===== src/rtl/muldiv_iter.sv =====
// muldiv_iter -- iterative RV32M multiply/divide unit (EX-stage companion to the ALU).
//
// Runs MUL/MULH/MULHSU/MULHU/DIV/DIVU/REM/REMU on operand magnitudes with a
// radix-2 shift-add multiplier and a restoring divider. Signs are re-applied
// once, when CALC finishes. Division by zero and signed overflow are resolved
// at accept time and skip CALC.
//
// Ports
//   clk        rising-edge clock
//   rst_n      asynchronous active-low reset
//   flush      squash any in-flight op; unit returns to IDLE next cycle
//   in_valid   op/a/b valid
//   in_ready   unit can accept (IDLE only)
//   op         RV32M funct3 (0 MUL .. 7 REMU)
//   a, b       rs1 / rs2 operands
//   out_valid  result valid (DONE)
//   out_ready  consumer takes the result
//   result     result, held while out_valid && !out_ready
//   zero       result == 0
module muldiv_iter #(
  parameter int WIDTH = 32,
  parameter int CNT_W = $clog2(WIDTH) + 1
) (
  input  logic             clk,
  input  logic             rst_n,
  input  logic             flush,
  input  logic             in_valid,
  output logic             in_ready,
  input  logic [2:0]       op,
  input  logic [WIDTH-1:0] a,
  input  logic [WIDTH-1:0] b,
  output logic             out_valid,
  input  logic             out_ready,
  output logic [WIDTH-1:0] result,
  output logic             zero
);

  localparam logic [WIDTH-1:0] MIN_VAL  = {1'b1, {(WIDTH-1){1'b0}}};
  localparam logic [CNT_W-1:0] CNT_LOAD = CNT_W'(WIDTH - 1);

  typedef enum logic [1:0] {S_IDLE, S_CALC, S_DONE} state_e;

  function automatic logic [WIDTH-1:0] cond_neg_w(input logic neg, input logic [WIDTH-1:0] v);
    return neg ? (~v + 1'b1) : v;
  endfunction

  function automatic logic [2*WIDTH-1:0] cond_neg_2w(input logic neg, input logic [2*WIDTH-1:0] v);
    return neg ? (~v + 1'b1) : v;
  endfunction

  state_e               state_q, state_d;
  logic [2:0]           op_q, op_d;
  logic                 sa_q, sa_d, sb_q, sb_d;
  logic [WIDTH-1:0]     mb_q, mb_d;
  // Multiply: full product. Divide: low half holds dividend bits shifting
  // out while quotient bits shift in.
  logic [2*WIDTH-1:0]   prod_q, prod_d;
  logic [WIDTH-1:0]     rem_q, rem_d;
  logic [CNT_W-1:0]     cnt_q, cnt_d;
  logic [WIDTH-1:0]     result_q, result_d;
  logic                 zero_q, zero_d;
  logic                 in_ready_q, in_ready_d;
  logic                 out_valid_q, out_valid_d;

  // Accept-side decode
  logic             a_signed, b_signed, in_sa, in_sb;
  logic [WIDTH-1:0] abs_a, abs_b;
  logic             div_zero, div_ovf;
  logic [WIDTH-1:0] spec_res;

  always_comb begin
    a_signed = (op == 3'd0) || (op == 3'd1) || (op == 3'd2) || (op == 3'd4) || (op == 3'd6);
    b_signed = (op == 3'd0) || (op == 3'd1) || (op == 3'd4) || (op == 3'd6);
    in_sa    = a_signed & a[WIDTH-1];
    in_sb    = b_signed & b[WIDTH-1];
    abs_a    = cond_neg_w(in_sa, a);
    abs_b    = cond_neg_w(in_sb, b);
    div_zero = op[2] && (b == '0);
    // Signed overflow only exists for DIV/REM (op 4 and 6).
    div_ovf  = op[2] && !op[0] && (a == MIN_VAL) && (b == '1);
    if (div_zero) spec_res = op[1] ? a : '1;
    else          spec_res = op[1] ? '0 : MIN_VAL;
  end

  // One iteration step of each datapath
  logic [WIDTH:0]       mul_sum;
  logic [2*WIDTH-1:0]   mul_nxt;
  logic [WIDTH:0]       div_sh, div_diff;
  logic [WIDTH-1:0]     div_rem_nxt, div_quo_nxt;

  always_comb begin
    mul_sum     = {1'b0, prod_q[2*WIDTH-1:WIDTH]} +
                  {1'b0, (prod_q[0] ? mb_q : {WIDTH{1'b0}})};
    mul_nxt     = {mul_sum, prod_q[WIDTH-1:1]};
    div_sh      = {rem_q, prod_q[WIDTH-1]};
    div_diff    = div_sh - {1'b0, mb_q};
    // Bit WIDTH of the difference is the borrow: restore when it is set.
    div_rem_nxt = div_diff[WIDTH] ? div_sh[WIDTH-1:0] : div_diff[WIDTH-1:0];
    div_quo_nxt = {prod_q[WIDTH-2:0], ~div_diff[WIDTH]};
  end

  // Finalise from the last step's values, since that step retires on the
  // same edge as CALC->DONE.
  logic [2*WIDTH-1:0] fin_prod;
  logic [WIDTH-1:0]   fin_quo, fin_rem, fin_res;

  always_comb begin
    fin_prod = cond_neg_2w(sa_q ^ sb_q, mul_nxt);
    fin_quo  = cond_neg_w(sa_q ^ sb_q, div_quo_nxt);
    fin_rem  = cond_neg_w(sa_q, div_rem_nxt);
    unique case (op_q)
      3'd0:                 fin_res = fin_prod[WIDTH-1:0];
      3'd1, 3'd2, 3'd3:     fin_res = fin_prod[2*WIDTH-1:WIDTH];
      3'd4, 3'd5:           fin_res = fin_quo;
      default:              fin_res = fin_rem;
    endcase
  end

  always_comb begin
    state_d  = state_q;
    op_d     = op_q;
    sa_d     = sa_q;
    sb_d     = sb_q;
    mb_d     = mb_q;
    prod_d   = prod_q;
    rem_d    = rem_q;
    cnt_d    = cnt_q;
    result_d = result_q;
    zero_d   = zero_q;
    unique case (state_q)
      S_IDLE: begin
        if (in_valid && !flush) begin
          op_d   = op;
          sa_d   = in_sa;
          sb_d   = in_sb;
          mb_d   = abs_b;
          prod_d = {{WIDTH{1'b0}}, abs_a};
          rem_d  = '0;
          if (div_zero || div_ovf) begin
            state_d  = S_DONE;
            result_d = spec_res;
            zero_d   = (spec_res == '0);
          end else begin
            state_d = S_CALC;
            cnt_d   = CNT_LOAD;
          end
        end
      end
      S_CALC: begin
        if (op_q[2]) begin
          prod_d = {prod_q[2*WIDTH-1:WIDTH], div_quo_nxt};
          rem_d  = div_rem_nxt;
        end else begin
          prod_d = mul_nxt;
        end
        if (cnt_q == '0) begin
          state_d  = S_DONE;
          result_d = fin_res;
          zero_d   = (fin_res == '0);
        end else begin
          cnt_d = cnt_q - 1'b1;
        end
      end
      S_DONE: begin
        if (out_ready) state_d = S_IDLE;
      end
      default: state_d = S_IDLE;
    endcase
    // Flush beats both accept and handoff; the last result stays visible.
    if (flush) begin
      state_d  = S_IDLE;
      cnt_d    = '0;
      result_d = result_q;
      zero_d   = zero_q;
    end
    in_ready_d  = (state_d == S_IDLE);
    out_valid_d = (state_d == S_DONE);
  end

  always_ff @(posedge clk or negedge rst_n) begin
    if (!rst_n) begin
      state_q     <= S_IDLE;
      op_q        <= '0;
      sa_q        <= 1'b0;
      sb_q        <= 1'b0;
      mb_q        <= '0;
      prod_q      <= '0;
      rem_q       <= '0;
      cnt_q       <= '0;
      result_q    <= '0;
      zero_q      <= 1'b1;
      in_ready_q  <= 1'b1;
      out_valid_q <= 1'b0;
    end else begin
      state_q     <= state_d;
      op_q        <= op_d;
      sa_q        <= sa_d;
      sb_q        <= sb_d;
      mb_q        <= mb_d;
      prod_q      <= prod_d;
      rem_q       <= rem_d;
      cnt_q       <= cnt_d;
      result_q    <= result_d;
      zero_q      <= zero_d;
      in_ready_q  <= in_ready_d;
      out_valid_q <= out_valid_d;
    end
  end

  assign in_ready  = in_ready_q;
  assign out_valid = out_valid_q;
  assign result    = result_q;
  assign zero      = zero_q;

endmodule


===== config.mk =====
export PLATFORM = sky130hd
export DESIGN_NAME = muldiv_iter
export DESIGN_NICKNAME = d
export VERILOG_FILES = /design/src/rtl/muldiv_iter.sv
export SDC_FILE = /design/constraint.sdc
export NUM_CORES = 1
export LEC_CHECK = 0
export ABC_AREA = 0
export CORE_AREA = 2 2 206 208
export CTS_BUF_LIST = sky130_fd_sc_hd__clkbuf_4
export DETAILED_ROUTE_END_ITERATION = 8
export DIE_AREA = 0 0 208 210
export DONT_BUFFER_PORTS = 1
export GPL_TIMING_DRIVEN = 1
export MAX_ROUTING_LAYER = met4
export PLACE_DENSITY = 0.63
export SYNTH_ARGS = -nofsm -noshare
export SYNTH_HDL_FRONTEND = slang
export SYNTH_SLANG_ARGS = --single-unit

===== constraint.sdc =====
create_clock -name clk -period 9.2 [get_ports clk]
set_clock_uncertainty 0.05 [all_clocks]
set_input_delay 0.92 -clock clk [delete_from_list [all_inputs] [get_ports clk]]
set_output_delay 0.92 -clock clk [all_outputs]
set_load 0.1 [all_outputs]

# After elaboration in Yosys (flattened, before gate mapping)
# Cells that the tools add are included.
[word_totals]
register_bits = 176
in_bits = 72
out_inout_bits = 35
word_cells = 121
[classes]
addsub = 8
n_eq_ne = 22
mux = 36
n_bitwise = 10
reduce_logical = 32
[ops]
columns = ["op", "count"]
rows = [
  ["32-bit 2-to-1 mux", 14],
  ["64-bit 2-to-1 mux", 3],
  ["32-bit by 1-bit adder with 32-bit output (second input constant)", 4],
  ["32-bit NOT", 4],
  ["32-bit case mux with 2 select lines", 2],
  ["64-bit case mux with 2 select lines", 1],
  ["32-bit logical NOT", 3],
  ["32-bit case mux with 3 select lines", 1],
  ["64-bit by 1-bit adder with 64-bit output (second input constant)", 1],
  ["32-bit == test (second input constant)", 2],
  ["64-bit NOT", 1],
  ["32-bit by 32-bit adder with 33-bit output", 1],
  ["33-bit by 32-bit subtractor with 33-bit output", 1],
  ["6-bit 2-to-1 mux", 4],
  ["3-bit == test (second input constant)", 4],
  ["6-bit case mux with 2 select lines", 1],
  ["2-bit 2-to-1 mux", 5],
  ["2-bit inequality test (second input constant)", 5],
  ["3-bit by 2-bit == test with 1-bit output (second input constant)", 3],
  ["3-bit inequality test (second input constant)", 3],
  ["1-bit logical OR", 7],
  ["3-bit by 1-bit == test with 1-bit output (second input constant)", 2],
  ["3-bit logical NOT", 2],
  ["6-bit logical NOT", 1],
  ["other kinds (20)", 33],
]

# Logic depth before layout (Yosys ltp)
[depth]
word_depth = 10
mapped_depth = 30
depth_no_buf = 26

# Worst setup path before layout
# OpenSTA, ideal clock, no wires.
[synth_path]
path_type = "register -> register"
from = "reg prod_q[31]"
to = "reg result_q[30], in the netlist result[30]"
setup_time_ns = 0.126
arrival_time_ns = 6.108
required_time_ns = 9.024
path_slack_ns = 2.916
path_stages_with_launch = 30
path_buffers = 4
period_less_slack_ns = 6.284
cell_sequence = "dfrtp_1 -> clkbuf_1 -> inv_1 -> ha_1 -> inv_1 -> fa_1 -> a211oi_1 -> nor2_1 -> o21ai_0 -> a211oi_1 -> nor3_1 -> nor2_1 -> clkinv_1 -> clkbuf_1 -> clkbuf_1 -> nor2_1 -> a21oi_1 -> ha_1 -> clkbuf_2 -> nand3b_1 -> mux2i_1 -> o211ai_1 -> or4_1 -> o41ai_1 -> o21ai_0 -> o31ai_1 -> xnor2_1 -> a221oi_1 -> o21ai_0 -> mux2_2"
[synth_via]
elab_chain_len = 8
elab_cells_between_ends = 15
cone_classes = "add/sub (4); mux (7); bitwise (4)"
[synth_rtl]
columns = ["element", "line", "source"]
rows = [
  ["start, declared", "57", "logic [2*WIDTH-1:0] prod_q, prod_d;"],
  ["start signal, assigned", "200", "prod_q <= prod_d;"],
  ["33-bit by 32-bit subtractor with 33-bit output", "96", "div_diff = div_sh - {1'b0, mb_q};"],
  ["32-bit 2-to-1 mux / 1-bit NOT (equally long branches)", "98, 99", ""],
  ["32-bit NOT", "44", "return neg ? (~v + 1'b1) : v;"],
  ["32-bit by 1-bit adder with 32-bit output", "44", ""],
  ["32-bit 2-to-1 mux", "44", ""],
  ["32-bit case mux with 3 select lines (*)", "111", "unique case (op_q)"],
  ["32-bit 2-to-1 mux (*)", "156", "if (cnt_q == '0) begin"],
  ["32-bit case mux with 2 select lines (*)", "130", "unique case (state_q)"],
  ["end signal, assigned", "203", "result_q <= result_d;"],
  ["end, declared", "60", "logic [WIDTH-1:0] result_q, result_d;"],
]
# Every way passes the cells marked *; elsewhere a longest branch is shown, timed or not. The select of a mux whose other input is x is not followed.
# A chain may end at the register's enable or synchronous reset.

# Final worst setup path
# Ends and elaborated chain as after synthesis.

==> impl_metrics.ini <==
[synthesis]
synth_top_cell_area_share_pct = 23.6
syn_nets = 2624
synth_area_leaders = dfrtp_1 (24%), o21ai_0 (7.5%), nand2_1 (6.1%), xnor2_1 (5.4%), ha_1 (4.8%)
syn_area_um2 = 18500
avgSynthCellArea_um2 = 7.44
synth.distinct_cells = 102
yosysWarningCount = 0
synth-edff-count = 0
netlist.top_cell.by_area = dfrtp_1
synth_seq_area_share_pct = 23.9
synth_async_sr_flop_share_pct = 100
synth_seq_cells = 176
synthFlopType = dfrtp_1
syn_inst = 2479

[timing]
slew_viol_final = 0
max_slew_margin_pct = 14.4
hold_violations = 0
rsz0062_at_grt = false
setup_viol = 0
min_period_ns = 7.54
tightest_slew_ns = 1.28
fin_tns_setup_ns = 0
fmax_mhz = 133
period_share_pct = 81.9
fin_ws_ns = 1.66

[routing]
routedWlPerCell_um = 25.3
num_vias = 19223
drt_iter0_drc = 2254
drc = 0
postRouteAntennaNets = 0
firstDrtPassIters = 6
drt-total-wl_mm = 73.7
viasPerCell = 6.59

[setup_path]
crit_type = reg2reg
crit_path_max_fanout = 48
critPathArrivalTime_ns = 8.21
worstSetupStartpointType = register
cp.required_ns = 9.87
cp-end-kind = register

[clock_tree]
path_clk_slew_ns = 0.22
clk_latency_ns = 0.80
post-cts-setup-buffer-count = 0
cts_root_buf = clkbuf_4
cts_max_level = 4
cts_tree = yes
cts_buffer_depth = 2
cts_sinks = 176
cts_buffers = 17

[run_status]
status = finished clean

[grt]
grt_max_degree = 177
antenna_found_initial = 6
grt_pass1_wl_mm = 111
gr-total-overflow = 0
grt_pass1_vias = 17561
track_usage_pct = 34.3

[floorplan]
ios = 107
core_region_area_um2 = 41500
die_y_um = 210
die_area_um2 = 43700
fp.dieW_um = 208
num_rows = 75
start_util_pct = 44.5

[worst_hold_path]
worstHoldPathType = in2async

[pwr]
peakVddDrop_mv = 0.155
p_leak_nw = 7.55
p_per_area_nw_per_um2 = 262

[finish]
layout_common_cells = nand2_1 (300), o21ai_0 (278), nor2_1 (210), dfrtp_1 (173), a21oi_1 (165)
drive_above_1_share_pct = 5.86
layout.nets = 2504
layout_commonest_cell = nand2_1
final_util_pct = 46.0
synthToLayoutAreaGrowth_pct = 3.32
final_cell_area_um2 = 19100
fin_cells = 2918

[placement]
hpwl_mm = 56.7
gp_congestion = 1.04
placed_area_um2 = 18700
dp_worst_setup_slack_ns = 1.98
port_buffers = 0
dp_cells = 2878

[job]
maxCapViolCount = 0
==> layer usage <==
| layer | global-route usage, % | vias to the layer above | share of wire (%) |
|---|---|---|---|
| li1 | - | 8844 | - |
| met1 | 44.8 | 9242 | 43 |
| met2 | 49.8 | 959 | 43 |
| met3 | 6.87 | 178 | 8.6 |
| met4 | 18.8 | 0 | 5.7 |
| met5 | - | - | 0 |
==> report_power, final <==
part,leakage (nW),total (W),internal [W],switching (W)
registers,2.31,0.00123,0.000901,0.000329
logic,5.07,0.00323,0.00108,0.00215
clock network,0.170,0.000540,0.000155,0.000385
==> worst max-delay path: stages (launching register included) <==
cell and delay, ns:
dfrtp_1 0.57, inv_1 0.20, ha_1 0.19, inv_1 0.06, fa_1 0.45, a211oi_1 0.43, nor2_1 0.13, o21ai_0 0.37
a211o_1 0.21, a21oi_1 0.07, buf_4 0.20, nor2_4 0.13, buf_4 0.57, mux2i_1 0.35, ha_1 0.39, nand3b_1 0.12
mux2i_1 0.23, o211ai_1 0.16, or4_1 0.58, o41ai_1 0.48, o21ai_0 0.27, o31ai_1 0.30, xnor2_1 0.11, a221oi_1 0.38
o21ai_0 0.12, mux2_2 0.31
==> final timing paths <==
kind | start | to | slack (ns) | cells past startpoint
setup / recovery | prod_q[31] | result[30] | 1.66 | 25
hold / removal | rst_n | cnt_q[2] | 0.09 | 1
setup reg to reg | prod_q[31] | result[30] | 1.66 | 25
hold reg to reg | mb_q[11] | mb_q[11] | 0.45 | 2
max in group asynchronous | rst_n | rem_q[27] | 8.19 | 1
min in group clk | flush | cnt_q[4] | 0.13 | 1
==> kinds of logic (layout without fill, tap and decap cells) <==
family / count (synthesis) / after routing / share of synthesized area (%)
xor gates and xnor gates: 189 / 189 / 8.97
DFF: 176 / 176 / 23.9
and+or+nand+nor: 917 / 917 / 24.2
buffers and inverters: 237 / 130 / 5.38
muxes: 78 / 78 / 4.30
adders and majority gates: 73 / 73 / 5.03
AOI/OAI and AO/OA: 809 / 809 / 28.2
other: 0 / 7 / 0
==> sequential cells by signal, summed over array words and instances, names as in the netlist <==
signal	cells
prod_q	64
mb_q	32
rem_q	32
result	32
cnt_q	6
op_q	3
state_q	2
in_ready	1
out_valid	1
sa_q	1
sb_q	1
zero	1
==> cells in the mapped netlist, types with 64 or more instances <==
cell and instances:
mux2i_1 68, o21ai_0 278, dfrtp_1 174, nor3_1 73, xnor2_1 114, clkbuf_1 132
ha_1 71, inv_1 64, nand2_1 301, nor2_1 214, a21oi_1 166, xor2_1 75
==> per-stage QoR <==
stage,total power [W],hold WS [ns]
after floorplan,0.00338,0.400
after global placement,0.00430,0.413
after detailed placement,0.00432,0.420
after CTS,0.00489,0.0802
after global routing,0.00526,0.114
final,0.00500,0.0870
==> area by class of cell <==
class	count	area, um2
timing repair buffer	32	260
sequential	176	4410
clock buffer	17	128
inverter	66	248
multi-input combinational	2066	13100
fill	4328	22400
antenna	7	17.5
tap	539	674
clock inverter	15	188
==> what timing repair did <==
action                                 4_1_cts  5_1_grt
endpoints found under the hold margin      176        0
resized for setup                            0        0
setup endpoints to repair                    0        0
hold buffers                                 1        0
No activity file was read; power rests on OpenSTA's default activity.
==> patch, RTL diff (same flow settings) <==
`WIDTH`: 32 -> 16.
--- a/src/rtl/muldiv_iter.sv
+++ b/src/rtl/muldiv_iter.sv
@@ -18,7 +18,7 @@
 //   result     result, held while out_valid && !out_ready
 //   zero       result == 0
 module muldiv_iter #(
-  parameter int WIDTH = 32,
+  parameter int WIDTH = 16,
   parameter int CNT_W = $clog2(WIDTH) + 1
 ) (
   input  logic             clk,
Interface: changed (resized a, b and result); port bits go from 107 to 59. The function was not compared with the original's and may differ.
==> patch against the unedited design <==
  * Sequential cell count is 81 lower
  * Highest routed layer unchanged
  * Total power is 36% lower
  * Cell count down 43%
  * Synthesized area fell by 51%
  * Critical path type unchanged
  * Design area shrank 48%
  * Worst setup slack gained 0.99 ns
  * Sequential share of layout area increased by 1.1 points
  * Routed wire length down 57%
  * Count of clock-buffer cells in the layout is 8 lower
  * Core utilization is 22 points lower
==> patch: results (changes against the unedited design) <==
The clock buffer count from CTS came out at 9 (was 17). The met2 global-route usage is 23.7% (was 49.8%). The slowest stage cell on the critical path was or4b_2 (was or4_1).

The flip-flop count of the largest register after layout came to 32 (was 64). The number of nets in the finished design is 1211 (was 2504). The distinct cell type count after synthesis was 79 (was 102). The number of detailed-routing iterations run before antenna repair is 7 (was 6). The wire length of the first global-routing pass came out at 50100 um (was 111000 um). The startpoint of the most critical register-to-register path was prod_q[15]$_DFFE_PN0P_ (was prod_q[31]$_DFFE_PN0P_).

The highest fanout seen on the critical path was 19 (was 48). The depth of the worst register-to-register path came out at 22 (was 25). The dominant delay contributor by cell family on the critical path is simple AND/OR/NAND/NOR gates (was compound AO/OA/AOI/OAI gates).

The clock transition at the registers of the reported paths is 0.17 ns (was 0.22 ns). The sequential element share of the synthesized area came to 26.1% (was 23.9%). The per-cell routed wire length was 19.0 um (was 25.3 um).

The clock latency on the worst-skew pair is 0.52 ns (was 0.80 ns). The transition time at the pin with the least slew margin came out at 1.25 ns (was 1.28 ns). The number of fill cells in the layout is 4631 (was 4328). The placer's final routability congestion estimate is 0.960 (was 1.04). The critical path's largest stage delay came to 0.64 ns (was 0.58 ns). The half-perimeter wire length after placement is 24600 um (was 56700 um). The routed metal-1 wirelength came to 14100 um (was 31500 um). The CTS H-tree depth was 3 (was 4). The met1 track utilization from global routing is 19.4% (was 44.8%). The maximum root-to-sink buffer count was 2 (unchanged).

Run status: finished, final reports clean (unchanged). The count of antenna diodes in the layout came out at 0 (was 7). The iteration-0 DRC count of the detailed router came out at 809 (was 2254). The arrival time at the worst endpoint came out at 6.94 ns (was 8.21 ns). The leakage power of the design is 0.00395 uW (was 0.00755 uW).

Synth top cells by count: nand2_1, o21ai_0, nor2_1, dfrtp_1, a21oi_1 (unchanged). The number of antenna violations at the first check in global routing came to 0 (was 6). The maximum number of pins on one net before global-route repair is 75 (was 177). The worst reg2reg path endpoint is zero$_DFFE_PN1P_ (was result[30]$_DFFE_PN0P_). The total length of routed met2 wires was 14900 um (was 31600 um). The total global routing track utilization is 14.8% (was 34.3%). The register-to-register path setup slack is 2.65 ns (was 1.66 ns). The number of nets produced by synthesis is 1261 (was 2624). The ratio of cells with drive above 1 in the final layout came out at 5.55% (was 5.86%). The via total after detailed routing came out at 8934 (was 19223). The routed length on met3 is 1870 um (was 6380 um). The number of global-route vias before repair is 8390 (was 17561).
-- patch: power by group --
| group | switching [uW] | total, uW | internal, uW |
|---|---|---|---|
| Combinational | 1280 | 2060 | 777 |
| Clock | 167 | 280 | 113 |
| Sequential | 345 | 880 | 535 |
-- patch: cell type report --
type | count | area share, %
repair buffers | 13 | 1.12
clock buffers | 9 | 0.687
clock inverters | 7 | 1.06
multi-input cells | 974 | 64.7
inverters | 37 | 1.41
well taps | 539 | 6.86
flip-flops and latches | 95 | 24.2
-- patch: worst max path at each step --
stage / from / endpoint / slack [ns] / depth (start not counted)
detailed placement: prod_q[15]$_DFFE_PN0P_ / zero$_DFFE_PN1P_ / 2.83 / 22
global placement: prod_q[15]$_DFFE_PN0P_ / zero$_DFFE_PN1P_ / 3.00 / 22
global route: prod_q[15]$_DFFE_PN0P_ / zero$_DFFE_PN1P_ / 2.12 / 22
CTS: prod_q[15]$_DFFE_PN0P_ / zero$_DFFE_PN1P_ / 2.79 / 22
finish: prod_q[15]$_DFFE_PN0P_ / zero$_DFFE_PN1P_ / 2.65 / 22
floorplan: prod_q[15]$_DFFE_PN0P_ / zero$_DFFE_PN1P_ / 4.13 / 21
-- patch: logic make-up after synthesis --
| kind of cell | share of synthesized area [%] |
|---|---|
| AO/OA/AOI/OAI | 27.4 |
| XOR/XNOR | 8.92 |
| adder cells (fa/ha/maj) | 5.78 |
| buffers and inverters | 4.67 |
| flip-flops | 26.1 |
| multiplexers | 4.62 |
| AND/OR/NAND/NOR | 22.6 |
-- patch: per-stage QoR --
stage	std cells	worst slack [ns]	area (sq um)
3_3_place_gp	1657	3.00	9640
5_1_grt	1674	2.12	9830
2_1_floorplan	1180	4.13	9140
3_5_place_dp	1657	2.83	9640
4_1_cts	1674	2.79	9830
6_report	1674	2.65	9830
